--- src/rtl/flow_sched_pkg.sv ---
// Shared definitions for the flow input scheduler.
//  - flow count and field widths
//  - per-flow FSM state encoding
//  - tagged words sent to the accelerator ({tag, payload})
//  - helpers: block area (ext_size^2) and one-hot to tag encoding
package flow_sched_pkg;

  localparam int FLUX    = 4;
  localparam int DATA_W  = 8;
  localparam int SIZE_W  = 7;
  localparam int ALPHA_W = 3;
  localparam int TAG_W   = $clog2(FLUX);
  // ext_size^2 needs twice the ext_size width (127^2 = 16129).
  localparam int CNT_W   = 2 * SIZE_W;

  typedef enum logic [1:0] {
    IDLE   = 2'd0,
    CFG    = 2'd1,
    STREAM = 2'd2
  } flow_state_t;

  typedef struct packed {
    logic [TAG_W-1:0]  tag;
    logic [DATA_W-1:0] data;
  } pel_word_t;

  typedef struct packed {
    logic [TAG_W-1:0]  tag;
    logic [SIZE_W-1:0] ext_size;
  } size_word_t;

  typedef struct packed {
    logic [TAG_W-1:0]   tag;
    logic [ALPHA_W-1:0] alpha;
  } alpha_word_t;

  function automatic logic [CNT_W-1:0] block_area(input logic [SIZE_W-1:0] s);
    return CNT_W'(s) * CNT_W'(s);
  endfunction

  function automatic logic [TAG_W-1:0] onehot_to_tag(input logic [FLUX-1:0] oh);
    logic [TAG_W-1:0] t;
    t = '0;
    for (int i = 0; i < FLUX; i++) begin
      if (oh[i]) t = t | TAG_W'(i);
    end
    return t;
  endfunction

endpackage

--- src/rtl/rr_arbiter.sv ---
// Round-robin arbiter.
//  clk, rst (sync, active-low)
//  req     in  N  request vector
//  advance in  1  allow the pointer to move past the current grant
//  gnt     out N  one-hot grant (combinational), zero when no request
// The search starts at the pointer; after a grant the pointer moves to
// grant+1 mod N, and it holds when nothing is granted.
module rr_arbiter #(
  parameter int N = 4
) (
  input  logic         clk,
  input  logic         rst,
  input  logic [N-1:0] req,
  input  logic         advance,
  output logic [N-1:0] gnt
);

  localparam int PW = (N > 1) ? $clog2(N) : 1;

  logic [PW-1:0] ptr_q, ptr_d;
  logic [PW-1:0] gnt_idx;
  logic [PW-1:0] cand;
  logic          found;

  always_comb begin
    gnt     = '0;
    gnt_idx = '0;
    cand    = '0;
    found   = 1'b0;
    for (int i = 0; i < N; i++) begin
      cand = PW'((int'(ptr_q) + i) % N);
      if (!found && req[cand]) begin
        gnt[cand] = 1'b1;
        gnt_idx   = cand;
        found     = 1'b1;
      end
    end
    ptr_d = ptr_q;
    if (advance && found) begin
      ptr_d = (gnt_idx == PW'(N - 1)) ? '0 : gnt_idx + 1'b1;
    end
  end

  always_ff @(posedge clk) begin
    if (!rst) ptr_q <= '0;
    else      ptr_q <= ptr_d;
  end

endmodule

--- src/rtl/flow_input_scheduler.sv ---
// Shares the tagged accelerator input stream between FLUX requesters.
// Each flow accepts one job config, issues it on the three config ports,
// then streams exactly ext_size^2 pixels. Pixels of all flows interleave
// round-robin, skipping flows whose accelerator FIFO is full.
//  clk, rst (sync, active-low)
//  cfg_valid/cfg_ext_size/cfg_v_alpha/cfg_h_alpha in : per-flow job request
//  cfg_ready      out : flow idle, config accepted on valid&ready
//  pix_valid/pix_data in, pix_ready out : per-flow pixel handshake
//  ext_size_din/v_alpha_din/h_alpha_din/cfg_write out : tagged config write
//  cfg_full       in  : per-flow config FIFO full
//  in_pel_din/in_pel_write out, in_pel_full in : tagged pixel write
//  flow_busy      out : flow in CFG or STREAM
//  flow_done      out : pulse with the last pixel (or config when ext_size=0)
module flow_input_scheduler
  import flow_sched_pkg::*;
(
  input  logic                      clk,
  input  logic                      rst,
  input  logic [FLUX-1:0]           cfg_valid,
  input  logic [FLUX*SIZE_W-1:0]    cfg_ext_size,
  input  logic [FLUX*ALPHA_W-1:0]   cfg_v_alpha,
  input  logic [FLUX*ALPHA_W-1:0]   cfg_h_alpha,
  output logic [FLUX-1:0]           cfg_ready,
  input  logic [FLUX-1:0]           pix_valid,
  input  logic [FLUX*DATA_W-1:0]    pix_data,
  output logic [FLUX-1:0]           pix_ready,
  output logic [TAG_W+SIZE_W-1:0]   ext_size_din,
  output logic [TAG_W+ALPHA_W-1:0]  v_alpha_din,
  output logic [TAG_W+ALPHA_W-1:0]  h_alpha_din,
  output logic                      cfg_write,
  input  logic [FLUX-1:0]           cfg_full,
  output logic [TAG_W+DATA_W-1:0]   in_pel_din,
  output logic                      in_pel_write,
  input  logic [FLUX-1:0]           in_pel_full,
  output logic [FLUX-1:0]           flow_busy,
  output logic [FLUX-1:0]           flow_done
);

  logic [FLUX-1:0] cfg_req, pix_req, cfg_gnt, pix_gnt;
  logic [FLUX-1:0] pix_last, size_zero, idle_d, done_d;
  logic [FLUX-1:0][SIZE_W-1:0]  size_all;
  logic [FLUX-1:0][ALPHA_W-1:0] v_all, h_all;

  size_word_t      ext_size_q;
  alpha_word_t     v_alpha_q, h_alpha_q;
  pel_word_t       in_pel_q;
  logic            cfg_write_q, in_pel_write_q;
  logic [FLUX-1:0] cfg_ready_q, flow_busy_q, flow_done_q;

  genvar gi;
  generate
    for (gi = 0; gi < FLUX; gi++) begin : g_flow
      flow_state_t        state_q, state_d;
      logic [SIZE_W-1:0]  size_q;
      logic [ALPHA_W-1:0] v_q, h_q;
      logic [CNT_W-1:0]   target_q, count_q;
      logic               accept;

      // cfg_ready_q mirrors IDLE outside reset, so this only fires when idle.
      assign accept = cfg_valid[gi] & cfg_ready_q[gi];

      always_comb begin
        state_d = state_q;
        case (state_q)
          IDLE:    if (accept) state_d = CFG;
          CFG:     if (cfg_gnt[gi]) state_d = (size_q == '0) ? IDLE : STREAM;
          STREAM:  if (pix_gnt[gi] && pix_last[gi]) state_d = IDLE;
          default: state_d = IDLE;
        endcase
      end

      always_ff @(posedge clk) begin
        if (!rst) begin
          state_q  <= IDLE;
          size_q   <= '0;
          v_q      <= '0;
          h_q      <= '0;
          target_q <= '0;
          count_q  <= '0;
        end else begin
          state_q <= state_d;
          if (accept) begin
            size_q   <= cfg_ext_size[gi*SIZE_W +: SIZE_W];
            v_q      <= cfg_v_alpha[gi*ALPHA_W +: ALPHA_W];
            h_q      <= cfg_h_alpha[gi*ALPHA_W +: ALPHA_W];
            target_q <= block_area(cfg_ext_size[gi*SIZE_W +: SIZE_W]);
            count_q  <= '0;
          end else if (pix_gnt[gi]) begin
            count_q <= count_q + 1'b1;
          end
        end
      end

      // Requests are masked during reset so no handshake completes then.
      assign cfg_req[gi]   = rst & (state_q == CFG) & ~cfg_full[gi];
      assign pix_req[gi]   = rst & (state_q == STREAM) & pix_valid[gi] & ~in_pel_full[gi];
      // count_q holds pixels already granted; this grant is the last one.
      assign pix_last[gi]  = ((count_q + 1'b1) == target_q);
      assign size_zero[gi] = (size_q == '0);
      assign idle_d[gi]    = (state_d == IDLE);
      assign size_all[gi]  = size_q;
      assign v_all[gi]     = v_q;
      assign h_all[gi]     = h_q;
    end
  endgenerate

  rr_arbiter #(.N(FLUX)) u_cfg_arb (
    .clk     (clk),
    .rst     (rst),
    .req     (cfg_req),
    .advance (1'b1),
    .gnt     (cfg_gnt)
  );

  rr_arbiter #(.N(FLUX)) u_pix_arb (
    .clk     (clk),
    .rst     (rst),
    .req     (pix_req),
    .advance (1'b1),
    .gnt     (pix_gnt)
  );

  logic [TAG_W-1:0]   cfg_tag, pix_tag;
  logic [SIZE_W-1:0]  size_sel;
  logic [ALPHA_W-1:0] v_sel, h_sel;
  logic [DATA_W-1:0]  data_sel;

  always_comb begin
    cfg_tag  = onehot_to_tag(cfg_gnt);
    pix_tag  = onehot_to_tag(pix_gnt);
    size_sel = '0;
    v_sel    = '0;
    h_sel    = '0;
    data_sel = '0;
    for (int f = 0; f < FLUX; f++) begin
      if (cfg_gnt[f]) begin
        size_sel = size_all[f];
        v_sel    = v_all[f];
        h_sel    = h_all[f];
      end
      if (pix_gnt[f]) data_sel = pix_data[f*DATA_W +: DATA_W];
    end
    // A zero-size job finishes with its config write.
    done_d = (pix_gnt & pix_last) | (cfg_gnt & size_zero);
  end

  always_ff @(posedge clk) begin
    if (!rst) begin
      cfg_ready_q    <= '0;
      flow_busy_q    <= '0;
      flow_done_q    <= '0;
      cfg_write_q    <= 1'b0;
      ext_size_q     <= '0;
      v_alpha_q      <= '0;
      h_alpha_q      <= '0;
      in_pel_write_q <= 1'b0;
      in_pel_q       <= '0;
    end else begin
      cfg_ready_q    <= idle_d;
      flow_busy_q    <= ~idle_d;
      flow_done_q    <= done_d;
      cfg_write_q    <= |cfg_gnt;
      in_pel_write_q <= |pix_gnt;
      if (|cfg_gnt) begin
        ext_size_q <= {cfg_tag, size_sel};
        v_alpha_q  <= {cfg_tag, v_sel};
        h_alpha_q  <= {cfg_tag, h_sel};
      end else begin
        ext_size_q <= '0;
        v_alpha_q  <= '0;
        h_alpha_q  <= '0;
      end
      in_pel_q <= (|pix_gnt) ? {pix_tag, data_sel} : '0;
    end
  end

  assign cfg_ready    = cfg_ready_q;
  assign pix_ready    = pix_gnt;
  assign ext_size_din = ext_size_q;
  assign v_alpha_din  = v_alpha_q;
  assign h_alpha_din  = h_alpha_q;
  assign cfg_write    = cfg_write_q;
  assign in_pel_din   = in_pel_q;
  assign in_pel_write = in_pel_write_q;
  assign flow_busy    = flow_busy_q;
  assign flow_done    = flow_done_q;

endmodule

--- config.mk ---
export PLATFORM = sky130hd
export DESIGN_NAME = flow_input_scheduler
export DESIGN_NICKNAME = d
export VERILOG_FILES = /design/src/rtl/flow_sched_pkg.sv /design/src/rtl/rr_arbiter.sv /design/src/rtl/flow_input_scheduler.sv
export SDC_FILE = /design/constraint.sdc
export NUM_CORES = 1
export LEC_CHECK = 0
export CORE_ASPECT_RATIO = 0.7
export CORE_MARGIN = 2
export CORE_UTILIZATION = 54
export CTS_CLUSTER_DIAMETER = 30
export DETAILED_ROUTE_END_ITERATION = 7
export PLACE_DENSITY = 0.87
export SLEW_MARGIN = 10
export SYNTH_ARGS = -nofsm -noshare
export SYNTH_HDL_FRONTEND = slang
export SYNTH_SLANG_ARGS = --single-unit
--- constraint.sdc ---
create_clock -name clk -period 5.5 [get_ports clk]
set_clock_uncertainty 0.1 [all_clocks]
set_input_delay 0.825 -clock clk [delete_from_list [all_inputs] [get_ports clk]]
set_output_delay 0.825 -clock clk [all_outputs]
set_load 0.05 [all_outputs]
---- After elaboration in Yosys (flattened, before gate mapping) ----
Cells that the tools add are included.
word-level totals
  register bits after elaboration ......... 215
  output and inout bits ................... 47
  input bits .............................. 102
  word-level logic and storage cells ...... 270
operators by class
  magnitude comparators ................... 16
  multiplexer cells ....................... 100
  equality and inequality tests ........... 14
  $add $sub $neg .......................... 12
  bitwise logic cells ..................... 43
  multiply operators ...................... 4
  reduce and logical (&&, ||, !) cells .... 44
operator list
  kind                                                        count
  two-way mux 2 bit                                           30
  adder 14 x 1 -> 14 bit, second input constant               4
  == test 14 bit                                              4
  multiplier 7 x 7 -> 14 bit                                  4
  two-way mux 4 bit                                           8
  two-way mux 8 bit                                           4
  zero test 7 bit                                             4
  two-way mux 7 bit                                           4
  bitwise OR 4 bit                                            7
  two-way mux 1 bit                                           26
  bitwise AND 1 bit                                           24
  less-than comparator 2 x 3 -> 1 bit, second input constant  8
  two-way mux 3 bit                                           8
  one-hot mux 2 bit (3 select lines)                          4
  logical AND 1 bit                                           18
  binary-select mux 1 bit (select 2 bit)                      8
  demux 1 bit (select 2 bit)                                  8
  >= comparator 2 x 1 -> 1 bit, second input constant         8
  zero test 2 bit                                             8
  == test 2 bit, second input constant                        6
  NOT 1 bit                                                   9
  adder 2 x 1 -> 2 bit, second input constant                 4
  adder 2 bit, second input constant                          4
  bitwise AND 4 bit                                           2
  6 further kinds                                             19

---- Depth between registers and ports, before layout ----
Gate-level depths: netlist of the first run.
  depth after elaboration ................. 21
  mapped depth ............................ 20
  gate-level depth less buffers ........... 19

---- Cells and area by module ----
Synthesis of the first run repeated with hierarchy kept, for this count alone.
unflattened totals
  cells, all modules ...................... 1921
  area, all modules ....................... 15389.8 um^2
by module, submodules not included
  module                cells each  area each (um^2)  times used
  flow_input_scheduler  1789        14288.7           1
  rr_arbiter            66          550.5             2

---- Least setup slack after synthesis of the first run ----
OpenSTA, ideal clock, no wires.
  path kind ............................... input to register
  from .................................... input cfg_ext_size[21]
  to ...................................... register g_flow[3].target_q[13]
  data arrival time ....................... 4.785 ns
  data required time ...................... 5.285 ns
  buffers on the path ..................... 1
  path slack .............................. 0.500 ns
  cell stages on the path ................. 18
  path through ............................ clkbuf_1 nand2_1 fa_1 fa_1 inv_1 fa_1 inv_1 fa_1 inv_1 ha_1 nand3_1 nand2_1 a41oi_1 a21oi_1 a211o_1 xor2_1 o21ai_0 and2_1
on the way
  longest elaborated chain between the ends .. 1
ends and longest elaborated chain
  item                        RTL line                    RTL
  start, declared             flow_input_scheduler.sv:20  input logic [FLUX*SIZE_W-1:0] cfg_ext_size,
  multiplier 7 x 7 -> 14 bit  flow_sched_pkg.sv:38        return CNT_W'(s) * CNT_W'(s);
  end signal, assigned        flow_input_scheduler.sv:86  target_q <= block_area(cfg_ext_size[gi*SIZE_W +: SIZE_W]);
  end, declared               flow_input_scheduler.sv:56  logic [CNT_W-1:0] target_q, count_q;
Every way passes these cells.
A chain may end at the register's enable or synchronous reset.

---- Final worst setup path of the first run ----
  from .................................... input cfg_ext_size[26]
  to ...................................... register g_flow[3].target_q[12]
Same word-level chain as after synthesis.

==> impl_metrics.csv, run 1 <==
group,metric,value,unit
place,io_buffers,148,
drt,drc_errors,0,
yosys,ys_types,94,
yosys,synth-seq-cells,207,
yosys,synth.area.top_cells,"dfxtp_1 (27%), ha_1 (8.8%), nand2_1 (8.4%), fa_1 (7.9%), xnor2_1 (6.2%)",
drt,via_per_inst,5.80,
clock_tree,hold_buffers,0,
cells_and_area,nFillCells,2180,
pwr,swShare,0.327,
global_route,grt.total_usage,0.277,
cells_and_area,final_nets,2269,
run_status,status,"finished, final reports clean",
cells_and_area,syn2layout_area_growth,19.8,%
hold_path,hold_path.class,"flip-flop to flip-flop",
die,rows,51,
die,core_area,27800,sq um
die,die_y,145,um
pwr,vdd_drop_max,0.000214,V
pwr,p_int,3.81,mW
clock_tree,cts_tree,"done",
clock_tree,root_buffer,"clkbuf_16",
clock_tree,cts_setup_buffers,0,
sta,setup_viol,0,
sta,drv_slew,0,
clock_tree,clock-sinks,207,
global_route,overflow,0,
drt,drt.antenna.violating_nets,0,
worst_setup_path,required,5.83,ns
yosys,syn_area,15200,sq um
worst_setup_path,crit_type,"input port to flip-flop",
pwr,p_leak,7.65,nW
yosys,syn_nets,2147,
worst_setup_path,cp_common_cell,"inv_1",
cells_and_area,drive_above_1_share,0.0708,
die,dieArea,29600,sq um
yosys,yosys_warnings,0,
yosys,avgSynthCellArea,8.11,sq um
drt,drt_iter0_drc,1269,
sta,worstMarginPinSlew,1.10,ns
drt,wl,40400,um
yosys,synth_top_area_share,0.272,
yosys,synthFlopType,"dfxtp_1",
clock_tree,cts_buffer_depth,3,
pwr,switchingPower,1.86,mW
clock_tree,insertion_delay,0.51,ns
yosys,async_flop_share,0,
sta,worst_slack,0.327,ns
worst_setup_path,start_kind,"input port",
yosys,yosysTopAreaCell,"dfxtp_1",
sta,slew_headroom,0.268,
sta,fmax,0.193,GHz
sta,whs,0.358,ns
sta,rsz0062_at_grt,"false",
worst_setup_path,slowest_delay,0.54,ns
place,dp_hpwl,30000,um
worst_setup_path,worstPathCellList,"clkdlybuf4s50_1 -> nand2_1 -> inv_1 -> fa_1 -> inv_1 -> fa_1 -> inv_1 -> fa_1 -> inv_1 -> fa_1 -> inv_1 -> ha_1 -> inv_1 -> o21bai_1 -> a21boi_0 -> o311ai_0 -> xor2_1 -> nand2_1 -> a21oi_1",
clock_tree,numCtsBuffers,37,
clock_tree,h-tree-depth,2,
worst_setup_path,worstPathArrival,5.51,ns
global_route,grt_pass1_wl,66600,um
pwr,clkPwrFrac,0.398,
sta,hold_viol_final,0,
yosys,synth_edf_count,0,
sta,finalCritPeriodShare,0.941,
drt,drt_pass1_iterations,6,
global_route,first_global_vias,13500,
clock_tree,post_cts_resized,0,
clock_tree,clkTransAtPathRegs,0.05,ns
pwr,seqPwrFrac,0.297,
place,gp_congestion,0.912,
drt,vias,13900,
place,dpl_worst_slack,0.0115,ns
sta,layout_min_cycle_time,5.17,ns
die,die_x,205,um
yosys,yosysSeqAreaShare,0.272,
worst_setup_path,endpoint_kind,"flip-flop",
worst_setup_path,path_max_fanout,4,
yosys,netlist_instances,1878,
worst_setup_path,critPathSlowestCell,"fa_1",
sta,fin_setup_tns,0,ns
pwr,pwr-share-comb,0.305,
pwr,power_density,311,nW/um^2
die,io_pins,149,
die,start_util,0.549,
pwr,total_power,5.67,mW
job,maxCapViolCount,0,
global_route,grt_max_degree,59,
drt,wl_per_cell,16.9,um
global_route,antenna_found_initial,1,
==> final cells by class <==
cell class,count,area (sq um),share of cell area
antenna,1,2.50,0.000137
clock buffer,40,947,0.0519
tap,371,464,0.0254
multi-input combinational,1448,10200,0.559
timing repair buffer,186,1780,0.0977
sequential,207,4140,0.227
inverter,120,452,0.0248
clock inverter,20,260,0.0143
==> power groups by stage <==
stage	combinational (mW)	sequential, mW	clock, mW
floorplan	1.18	1.76	0
global placement	1.61	1.70	0
detailed placement	1.68	1.71	0
CTS	1.71	1.68	2.27
global route	1.92	1.69	2.35
finish	1.73	1.68	2.26
==> metal layers <==
layer / vias up / global-route usage / wire length [um]
li1: 6603 / - / -
met1: 6661 / 0.365 / 17600
met2: 532 / 0.452 / 18200
met3: 94 / 0.0568 / 3360
met4: 0 / 0.0973 / 1160
met5: - / 0 / 0
==> path summary, 6_finish.rpt <==
path | start | endpoint | slack, ns | cells past startpoint
setup / recovery | cfg_ext_size[26] | g_flow[3].target_q[12] | 0.33 | 19
hold / removal | g_flow[3].v_q[0] | v_alpha_din[0] | 0.36 | 1
setup reg to reg | u_cfg_arb.ptr_q[0] | h_alpha_din[1] | 1.35 | 9
hold reg to reg | g_flow[3].v_q[0] | v_alpha_din[0] | 0.36 | 1
==> registers in the layout, summed over array words and instances (netlist names) <==
name	count
g_flow.count_q	56
g_flow.target_q	48
g_flow.size_q	28
g_flow.h_q	12
g_flow.v_q	12
in_pel_din	10
g_flow.state_q	8
ext_size_din	7
h_alpha_din	5
cfg_ready	4
flow_busy	4
flow_done	4
v_alpha_din	3
u_cfg_arb.ptr_q	2
u_pix_arb.ptr_q	2
cfg_write	1
in_pel_write	1
==> synth_stat cells, types with 21 or more instances <==
master and count:
a21o_1 21, nor2_1 123, inv_1 116, clkbuf_1 68, fa_1 60, and2_1 61
xnor2_1 107, nand3_1 39, ha_1 107, nand2_1 342, nand2b_1 24, a21oi_1 135
dfxtp_1 207, nor2b_1 21, xor2_1 64, nor3_1 32, o21ai_0 30
==> placed cells by master, fill, tap and decap left out, types with 5 or more instances in the layout <==
cell type / count
nand2b_1: 24
clkdlybuf4s50_1: 144
nand4bb_1: 8
nor2_1: 123
a31oi_1: 7
nand2_1: 342
xor2_1: 64
fa_1: 60
o22ai_1: 7
a21boi_0: 5
dfxtp_1: 207
o21ai_0: 30
mux2i_1: 9
and2_1: 61
a311oi_1: 20
nor3b_1: 20
nor4_1: 17
clkbuf_16: 37
o21bai_1: 7
a21oi_1: 135
a211oi_1: 15
a21o_1: 21
nor2b_1: 21
o31ai_1: 10
or3_1: 9
bufinv_16: 5
or4_1: 5
ha_1: 107
nor3_1: 32
nand4_1: 16
inv_1: 116
xnor2_1: 107
nand3_1: 39
clkinv_2: 7
buf_4: 40
nand3b_1: 10
and3_1: 18
==> metrics by stage <==
step,util,cells,cell area (sq um)
final,0.657,2393,18200
after global routing,0.657,2392,18200
after CTS,0.657,2392,18200
after detailed placement,0.614,2332,17000
after global placement,0.614,2332,17000
after floorplan,-,1878,15200
==> critical path, delay by kind of cell <==
kind / cells / cell delay, ns
simple gates: 2 / 0.19
fa+ha+maj: 5 / 2.41
xor+xnor: 1 / 0.20
compound gates: 4 / 1.09
buf+inv: 7 / 0.80
==> logic make-up after synthesis <==
kind of cell | count (synthesis) | share of synthesized area
mux | 16 | 0.0133
compound gates | 317 | 0.142
buf+inv | 223 | 0.0598
flops | 207 | 0.272
xor+xnor | 171 | 0.0983
simple gates | 777 | 0.248
fa+ha+maj | 167 | 0.167
Power figures use the tool's default switching activity.
==> run 2, diff against run 1 <==
CTS_CLUSTER_SIZE = 14   (was not set)
==> results of run 2 <==
Final layout, timing and power as in run 1 (identical DEF).
==> run 3, diff against run 2 <==
CORE_UTILIZATION = 50   (was 54)
PLACE_DENSITY = 0.82   (was 0.87)
==> run 3 against run 2 <==
  * Cell count up 2.0%
  * Largest cell class unchanged
  * Highest routed layer is now met5
  * Non-clock buffer count increased by 1
  * Register-to-register slack got worse by 0.11 ns
  * Design area increased by 0.65%
==> impl_metrics.csv, run 3 (same netlist as run 1, synthesis figures left out) <==
group,metric,value,unit
worst_setup_path,worstPathCellList,"clkdlybuf4s50_1 -> nand2_1 -> fa_1 -> fa_1 -> inv_1 -> fa_1 -> inv_1 -> fa_1 -> inv_1 -> ha_1 -> nand2_1 -> o311a_1 -> a21boi_0 -> a311oi_1 -> xor2_1 -> nand2_1 -> a21oi_1",
drt,drt.antenna.violating_nets,0,
drt,drc_errors,0,
global_route,grt_pass1_wl,65900,um
cells_and_area,drive_above_1_share,0.0739,
die,start_util,0.508,
worst_setup_path,cp_common_cell,"fa_1",
place,io_buffers,148,
pwr,total_power,5.67,mW
cells_and_area,final_cell_mix,"nand2_1 (342), dfxtp_1 (207), clkdlybuf4s50_1 (144)",
cells_and_area,regMostFlops,"g_flow.count_q",
die,die_y,150,um
clock_tree,clkTransAtPathRegs,0.05,ns
sta,finalCritPeriodShare,0.913,
clock_tree,insertion_delay,0.52,ns
pwr,power_density,309,nW/um^2
sta,fmax,0.199,GHz
clock_tree,numCtsBuffers,38,
worst_setup_path,start_kind,"input port",
run_status,status,"finished, final reports clean",
die,core_area,30000,sq um
clock_tree,cts_buffer_depth,3,
sta,worst_slack,0.479,ns
cells_and_area,top_regs,"g_flow.count_q x56, g_flow.target_q x48, g_flow.size_q x28",
place,dp_hpwl,30500,um
die,io_pins,149,
die,rows,53,
clock_tree,hold_buffers,0,
hold_path,whs_path_depth,1,
hold_path,hold_path.class,"flip-flop to flip-flop",
sta,hold_viol_final,0,
worst_setup_path,path_max_fanout,5,
clock_tree,clock-sinks,207,
clock_tree,h-tree-depth,2,
drt,wl,40300,um
sta,worstMarginPinSlew,1.08,ns
die,die_x,213,um
cells_and_area,antenna_cells,0,
clock_tree,cts_setup_buffers,0,
clock_tree,root_buffer,"clkbuf_16",
drt,drt_pass1_iterations,5,
worst_setup_path,crit_family,"adder cells",
global_route,first_global_vias,13600,
cells_and_area,syn2layout_area_growth,20.5,%
global_route,grt.total_usage,0.254,
die,dieArea,31900,sq um
worst_setup_path,required,5.85,ns
worst_setup_path,slowest_delay,0.55,ns
job,maxCapViolCount,0,
worst_setup_path,worst-path-stages,17,
global_route,antenna_found_initial,3,
clock_tree,cts_tree,"done",
clock_tree,post_cts_resized,0,
sta,rsz0062_at_grt,"false",
worst_setup_path,worst_r2r_path_depth,8,
drt,vias,13800,
sta,slew_headroom,0.283,
pwr,vdd_drop_max,0.000170,V
sta,setup_viol,0,
global_route,grt_max_degree,56,
global_route,overflow,0,
worst_setup_path,worstPathArrival,5.37,ns
pwr,p_leak,7.67,nW
drt,drt_iter0_drc,1226,
worst_setup_path,crit_type,"input port to flip-flop",
cells_and_area,final_nets,2271,
worst_setup_path,endpoint_kind,"flip-flop",
cells_and_area,final_common_cell,"nand2_1",
worst_setup_path,crit_buf_inv,4,
drt,via_per_inst,5.64,
place,gp_congestion,0.943,
sta,drv_slew,0,
drt,wl_per_cell,16.5,um
cells_and_area,fin_util,0.613,
cells_and_area,largest_reg_flops,56,
worst_setup_path,critPathSlowestCell,"fa_1",
sta,layout_min_cycle_time,5.02,ns
place,dpl_worst_slack,-0.0336,ns
run 3: through the flow:
step	instance area, sq um	cells	TNS (ns)	hold slack (ns)
3_3_place_gp	17100	2374	0	0.340
3_5_place_dp	17100	2374	-0.0665	0.343
6_report	18400	2442	0	0.355
2_1_floorplan	15200	1878	0	0.326
4_1_cts	18400	2442	0	0.355
5_1_grt	18400	2442	0	0.384
run 3: final timing paths:
| kind | end | startpoint | slack (ns) |
|---|---|---|---|
| max reg2reg | h_alpha_din[1] | u_cfg_arb.ptr_q[0] | 1.24 |
| min | v_alpha_din[1] | g_flow[3].v_q[1] | 0.36 |
| min reg2reg | v_alpha_din[1] | g_flow[3].v_q[1] | 0.36 |
| max | g_flow[2].target_q[13] | cfg_ext_size[14] | 0.48 |
run 3: routing by layer:
layer / up-vias / GRT usage / wire length [um]
met1: 6511 / 0.333 / 17800
met2: 565 / 0.403 / 17700
met5: - / 0 / 25
li1: 6605 / - / -
met3: 97 / 0.0646 / 3670
met4: 4 / 0.0958 / 1200
run 3: area by class of cell:
type,instances,area (sq um)
inverters,120,452
clock buffers,48,1080
clock inverters,20,186
multi-input cells,1448,10200
flip-flops and latches,207,4140
well taps,412,515
fillers,2501,11600
repair buffers,187,1790
run 3: where the power goes:
group          total, mW  switching (mW)  internal (mW)
sequential          1.68          0.0859           1.60
combinational       1.71           0.974          0.739
clock               2.28           0.820           1.46
